$ cat src/rtl/simple_risc_pkg.sv
// simple_risc_pkg: shared types and constants for the Simple RISC memory-access stage
package simple_risc_pkg;
    localparam int DATA_W     = 32;
    localparam int REG_ADDR_W = 4;

    typedef enum logic [0:0] {MA_IDLE, MA_MEM_WAIT} ma_state_e;

    typedef struct packed {
        logic                  isWb;
        logic                  isCall;
        logic                  isLd;
        logic [REG_ADDR_W-1:0] Rd;
        logic [DATA_W-1:0]     aluResult;
        logic [DATA_W-1:0]     ldResult;
        logic [DATA_W-1:0]     pc;
    } ma_rw_t;
endpackage

$ cat src/rtl/ma_rw_latch.sv
// ma_rw_latch: MA/RW pipeline register with load-enable, separate load-data capture and valid gating
module ma_rw_latch
    import simple_risc_pkg::*;
(
    input  logic              i_clk,
    input  logic              i_rst_n,
    input  logic              i_load,
    input  ma_rw_t            i_fields,
    input  logic              i_ld_we,
    input  logic [DATA_W-1:0] i_ld_data,
    input  logic              i_fire,
    input  logic              i_kill_wb,
    output logic              o_valid,
    output ma_rw_t            o_bundle
);
    ma_rw_t r_q;
    logic   r_valid;

    // ldResult is owned by i_ld_we only, so stores and ALU ops leave it untouched
    always_ff @(posedge i_clk or negedge i_rst_n) begin
        if (!i_rst_n) begin
            r_q     <= '0;
            r_valid <= 1'b0;
        end else begin
            r_valid <= i_fire;
            if (i_load) r_q <= i_fields;
            r_q.ldResult <= i_ld_we ? i_ld_data : r_q.ldResult;
            if (i_kill_wb) r_q.isWb <= 1'b0;
        end
    end

    always_comb begin
        o_bundle        = r_q;
        o_bundle.isWb   = r_q.isWb & r_valid;
        o_bundle.isCall = r_q.isCall & r_valid;
        o_bundle.isLd   = r_q.isLd & r_valid;
    end

    assign o_valid = r_valid;
endmodule

$ cat src/rtl/ma_stage.sv
// ma_stage: memory-access stage with req/ack data bus, wait timeout and RW handoff.
// Optional MA_MISALIGN_TRAP_EN traps loads/stores with a non-word-aligned address.
module ma_stage
    import simple_risc_pkg::*;
#(
    parameter int MEM_TIMEOUT = 255
) (
    input  logic                  Clk,
    input  logic                  reset,
    input  logic                  ex_valid,
    output logic                  ex_ready,
    input  logic                  ex_isLd,
    input  logic                  ex_isSt,
    input  logic                  ex_isWb,
    input  logic                  ex_isCall,
    input  logic [REG_ADDR_W-1:0] ex_Rd,
    input  logic [DATA_W-1:0]     ex_aluResult,
    input  logic [DATA_W-1:0]     ex_op2,
    input  logic [DATA_W-1:0]     ex_pc,
    output logic                  mem_req,
    output logic                  mem_we,
    output logic [DATA_W-1:0]     mem_addr,
    output logic [DATA_W-1:0]     mem_wdata,
    input  logic [DATA_W-1:0]     mem_rdata,
    input  logic                  mem_ack,
    output logic                  isWb,
    output logic                  isCall,
    output logic                  isLd,
    output logic [REG_ADDR_W-1:0] Rd,
    output logic [DATA_W-1:0]     aluResult,
    output logic [DATA_W-1:0]     ldResult,
    output logic [DATA_W-1:0]     pc_current,
    output logic                  rw_valid,
    output logic                  mem_err
);
    localparam int CW = $clog2(MEM_TIMEOUT + 1);

    ma_state_e         r_state, w_next;
    logic [CW-1:0]     r_cnt;
    logic              r_alive, r_we, r_err;
    logic [DATA_W-1:0] r_addr, r_wdata;
    logic              w_acc, w_mem, w_mis, w_to, w_fire, w_kill, w_ld_we;
    ma_rw_t            w_fields, w_bundle;

    assign w_acc = ex_valid & r_alive & (r_state == MA_IDLE);
    assign w_mem = ex_isLd | ex_isSt;
`ifdef MA_MISALIGN_TRAP_EN
    assign w_mis = w_mem & (ex_aluResult[1:0] != 2'b00);
`else
    assign w_mis = 1'b0;
`endif
    // Counter holds cycles already spent waiting, so T-1 marks the last allowed cycle
    assign w_to = (r_cnt == CW'(MEM_TIMEOUT - 1));

    always_ff @(posedge Clk or negedge reset) begin
        if (!reset) r_state <= MA_IDLE;
        else        r_state <= w_next;
    end

    always_comb begin
        w_next = r_state;
        if (r_state == MA_IDLE) w_next = (w_acc && w_mem && !w_mis) ? MA_MEM_WAIT : MA_IDLE;
        else if (mem_ack || w_to) w_next = MA_IDLE;
    end

    always_comb begin
        ex_ready = r_alive && (r_state == MA_IDLE);
        mem_req  = (r_state == MA_MEM_WAIT);
        w_fire   = mem_req ? (mem_ack | w_to) : (w_acc & (~w_mem | w_mis));
        w_kill   = mem_req ? (~mem_ack & w_to) : (w_acc & w_mis);
        w_ld_we  = mem_req & mem_ack & ~r_we;
    end

    always_ff @(posedge Clk or negedge reset) begin
        if (!reset) begin
            r_alive <= 1'b0;
            r_err   <= 1'b0;
            r_cnt   <= '0;
            r_we    <= 1'b0;
            r_addr  <= '0;
            r_wdata <= '0;
        end else begin
            r_alive <= 1'b1;
            r_err   <= w_kill;
            r_cnt   <= (r_state == MA_MEM_WAIT) ? r_cnt + CW'(1) : '0;
            if (w_acc && w_mem) begin
                r_we    <= ex_isSt & ~ex_isLd;
                r_addr  <= {ex_aluResult[31:2], 2'b00};
                r_wdata <= ex_op2;
            end
        end
    end

    assign w_fields = '{isWb: ex_isWb, isCall: ex_isCall, isLd: ex_isLd, Rd: ex_Rd,
                        aluResult: ex_aluResult, ldResult: {DATA_W{1'b0}}, pc: ex_pc};

    ma_rw_latch u_latch (
        .i_clk     (Clk),
        .i_rst_n   (reset),
        .i_load    (w_acc),
        .i_fields  (w_fields),
        .i_ld_we   (w_ld_we),
        .i_ld_data (mem_rdata),
        .i_fire    (w_fire),
        .i_kill_wb (w_kill),
        .o_valid   (rw_valid),
        .o_bundle  (w_bundle)
    );

    assign isWb       = w_bundle.isWb;
    assign isCall     = w_bundle.isCall;
    assign isLd       = w_bundle.isLd;
    assign Rd         = w_bundle.Rd;
    assign aluResult  = w_bundle.aluResult;
    assign ldResult   = w_bundle.ldResult;
    assign pc_current = w_bundle.pc;
    assign mem_we     = r_we;
    assign mem_addr   = r_addr;
    assign mem_wdata  = r_wdata;
    assign mem_err    = r_err;
endmodule

$ cat config.mk
export PLATFORM = sky130hd
export DESIGN_NAME = ma_stage
export DESIGN_NICKNAME = d
export VERILOG_FILES = /design/src/rtl/simple_risc_pkg.sv /design/src/rtl/ma_rw_latch.sv /design/src/rtl/ma_stage.sv
export SDC_FILE = /design/constraint.sdc
export NUM_CORES = 1
export LEC_CHECK = 0
export CORE_ASPECT_RATIO = 0.75
export CORE_UTILIZATION = 39
export DETAILED_ROUTE_END_ITERATION = 8
export HOLD_SLACK_MARGIN = 0.12
export PLACE_DENSITY = 0.8
export REMOVE_ABC_BUFFERS = 1
export SETUP_SLACK_MARGIN = 0.2
export SYNTH_ARGS = -nofsm -noshare
export SYNTH_HDL_FRONTEND = slang
export SYNTH_SLANG_ARGS = --single-unit
$ cat constraint.sdc
create_clock -name Clk -period 1.4 [get_ports Clk]
set_input_delay 0.28 -clock Clk [delete_from_list [all_inputs] [get_ports Clk]]
set_output_delay 0.28 -clock Clk [all_outputs]
set_load 0.02 [all_outputs]
==> run summary <==
Dpl hpwl = 14100 um
Failing checks = setup timing
Final WL = 24300 um
Die area = 20000 um2
Worst-path cell chain = nand3b_1, nor2_8, buf_12, mux2_2
Reg area = 4460 um2
Drt pass-1 iters = 4
CP Launch Type = register
Fill count = 1284
Area of the multi-input gates = 2780 um2
Predominant post-synthesis flop cell = dfrtp_1
Share of cells above drive strength 1 = 52.6%
DRC viols = 0
Power Total = 19.7 mW
Worst-path clk slew = 0.07 ns
Hold WS = 0.298 ns
Row count = 43
Worst Path Required = 1.70 ns
Crit path largest cell delay = 0.41 ns
Placed inst area = 10300 um2
Gpl congestion = 0.857
Final min period = 1.61 ns
CTS sink cnt = 178
Core area = 18700 um2
Post-synth cell types = 33
Setup Skew = 0.0112 ns
Worst-path fanout max = 30
DIE WIDTH = 163 um
VDD IR max = 0.000920 V
Setup crit end kind = register
GRT Util Overall = 22.0%
Sequential-to-total area share from yosys stat = 58.9%
Fmax = 623 MHz
Critical path class = register to register
# IOs = 312
Critical Path AT = 1.91 ns
Yosys reg bits = 178
Wirelength per Cell = 19.6 um
Tcrit/Tclk final = 115%
Initial antenna violation count = 0
Layout area overhead = 68.8%
Min-delay worst type = input port to asynchronous set/reset pin
PwrDens = 1540 nW/um2
Initial Util = 40.4%
Clk_lat worst skew = 0.42 ns
Commonest non-fill, non-tap cell in the layout = buf_6
Final instance area = 12800 um2
Final setup vio count = 173
RSZ-0062 raised after global routing = true
Final net count = 1122
Number of global-route vias before repair = 5751
Slowest-stage cell, CP = dfrtp_1
Cells after synthesis = 662
CTS tree = done
Commonest non-fill, non-tap cells in the layout = 182 x buf_6, 176 x dfrtp_1, 138 x clkdlybuf4s50_1
Outcome = complete, but fails checks
Clock root buffer = clkbuf_16
Iter 0 DRT Violations = 306
IO Port Bufs = 309
Max cap viols = 0
Vias/cell = 4.73
Setup TNS = -25.43 ns
Final ANT Viol Nets = 0
Vias = 5861
# diodes = 0
Netlist Area Pre-Place = 7560 um2
Slew Viols, Final = 0
Remaining Overflow, GRT = 0
Lkg Pwr = 6.30 nW
Chip height = 123 um
FFs w/ async S/R, synth = 100%
Max clock buf depth = 2
Final hold vios = 0
CTS Buf Count = 17
First-pass GRT wire length = 32700 um
Avg Cell Area, Syn = 11.4 um2
H-tree depth = 4
Warnings from Yosys = 0
Largest net degree at the start of global routing = 59
EDFF count, synth = 0
Setup WS post-layout = -0.205 ns
final timing paths:
kind	from	to	slack [ns]	depth (start not counted)
max	mem_req	mem_addr[30]	-0.21	4
min	reset	u_latch.o_bundle[39]	0.30	2
max reg2reg	mem_req	mem_addr[30]	-0.21	4
min reg2reg	u_latch.r_q[100]	u_latch.r_q[100]	0.49	2
max in group asynchronous	reset	r_cnt[1]	0.50	3
min in group Clk	ex_isCall	u_latch.r_q[101]	0.39	3
sequential cells by signal, summed over array words and instances (netlist names):
register / cells
u_latch.o_bundle: 100
u_latch.o_valid: 1
r_alive: 1
u_latch.r_q: 3
r_cnt: 8
mem_err: 1
mem_addr: 30
mem_wdata: 32
mem_we: 1
mem_req: 1
cells in the mapped netlist, types with 4 or more instances:
cell	number	share of area, %
buf_2	4	0.26
mux2_1	6	0.89
buf_4	103	10
dfrtp_1	178	59
nand2_1	215	11
buf_6	6	0.89
clkbuf_1	10	0.50
buf_1	5	0.25
mux2_2	88	13
and2_1	8	0.66
layer usage:
layer | routed length (um) | vias up | global-route usage, %
met4 | 372 | 0 | 4.38
met2 | 12300 | 259 | 37.1
li1 | - | 2655 | -
met5 | 0 | - | 0
met3 | 2010 | 28 | 8.04
met1 | 9620 | 2919 | 27.1
worst max-delay path: cells and delay by family, from the launching register on:
| family | cells | cell delay [ns] |
|---|---|---|
| buffers and inverters | 1 | 0.22 |
| flip-flops | 1 | 0.41 |
| multiplexers | 1 | 0.36 |
| AND/OR/NAND/NOR | 2 | 0.47 |
layout make-up:
cell class	count	area share (%)
flip-flops and latches	178	34.9
clock inverters	12	0.922
clock buffers	20	3.58
multi-input cells	354	21.8
inverters	2	0.0588
well taps	247	2.42
repair buffers	427	36.3
kinds of logic (layout without fill, tap and decap cells):
| family | Yosys count | after routing | share of synthesized area (%) |
|---|---|---|---|
| other | 2 | 3 | 0.0993 |
| AND/OR/NAND/NOR | 241 | 241 | 13.0 |
| XOR/XNOR | 3 | 3 | 0.348 |
| multiplexers | 94 | 94 | 14.0 |
| buffers and inverters | 131 | 461 | 12.3 |
| AO/OA/AOI/OAI | 11 | 11 | 0.993 |
| flip-flops | 178 | 178 | 58.9 |
| adder cells (fa/ha/maj) | 2 | 2 | 0.331 |
through the flow:
stage | utilization [%] | instances | setup slack [ns]
final | 68.1 | 1240 | -0.205
after global routing | 68.1 | 1240 | -0.261
after CTS | 62.7 | 1182 | -0.195
after detailed placement | 55.1 | 1114 | -0.494
after global placement | 55.1 | 1114 | -0.449
after floorplan | - | 534 | -2.20
what timing repair did:
action	4_1_cts	5_1_grt
setup buffers	28	50
cloned	7	8
pin swaps	9	79
hold endpoints to repair	178	0
hold buffers	1	0
setup endpoints to repair	342	342
gates resized for setup	1071	145
power by group:
group          internal, mW  switching (mW)  total, mW
clock network          2.45            2.23       4.68
logic                  4.37            3.38       7.75
registers              6.33           0.930       7.26
total                  13.2            6.53       19.7
No activity file was read; power rests on OpenSTA's default activity.
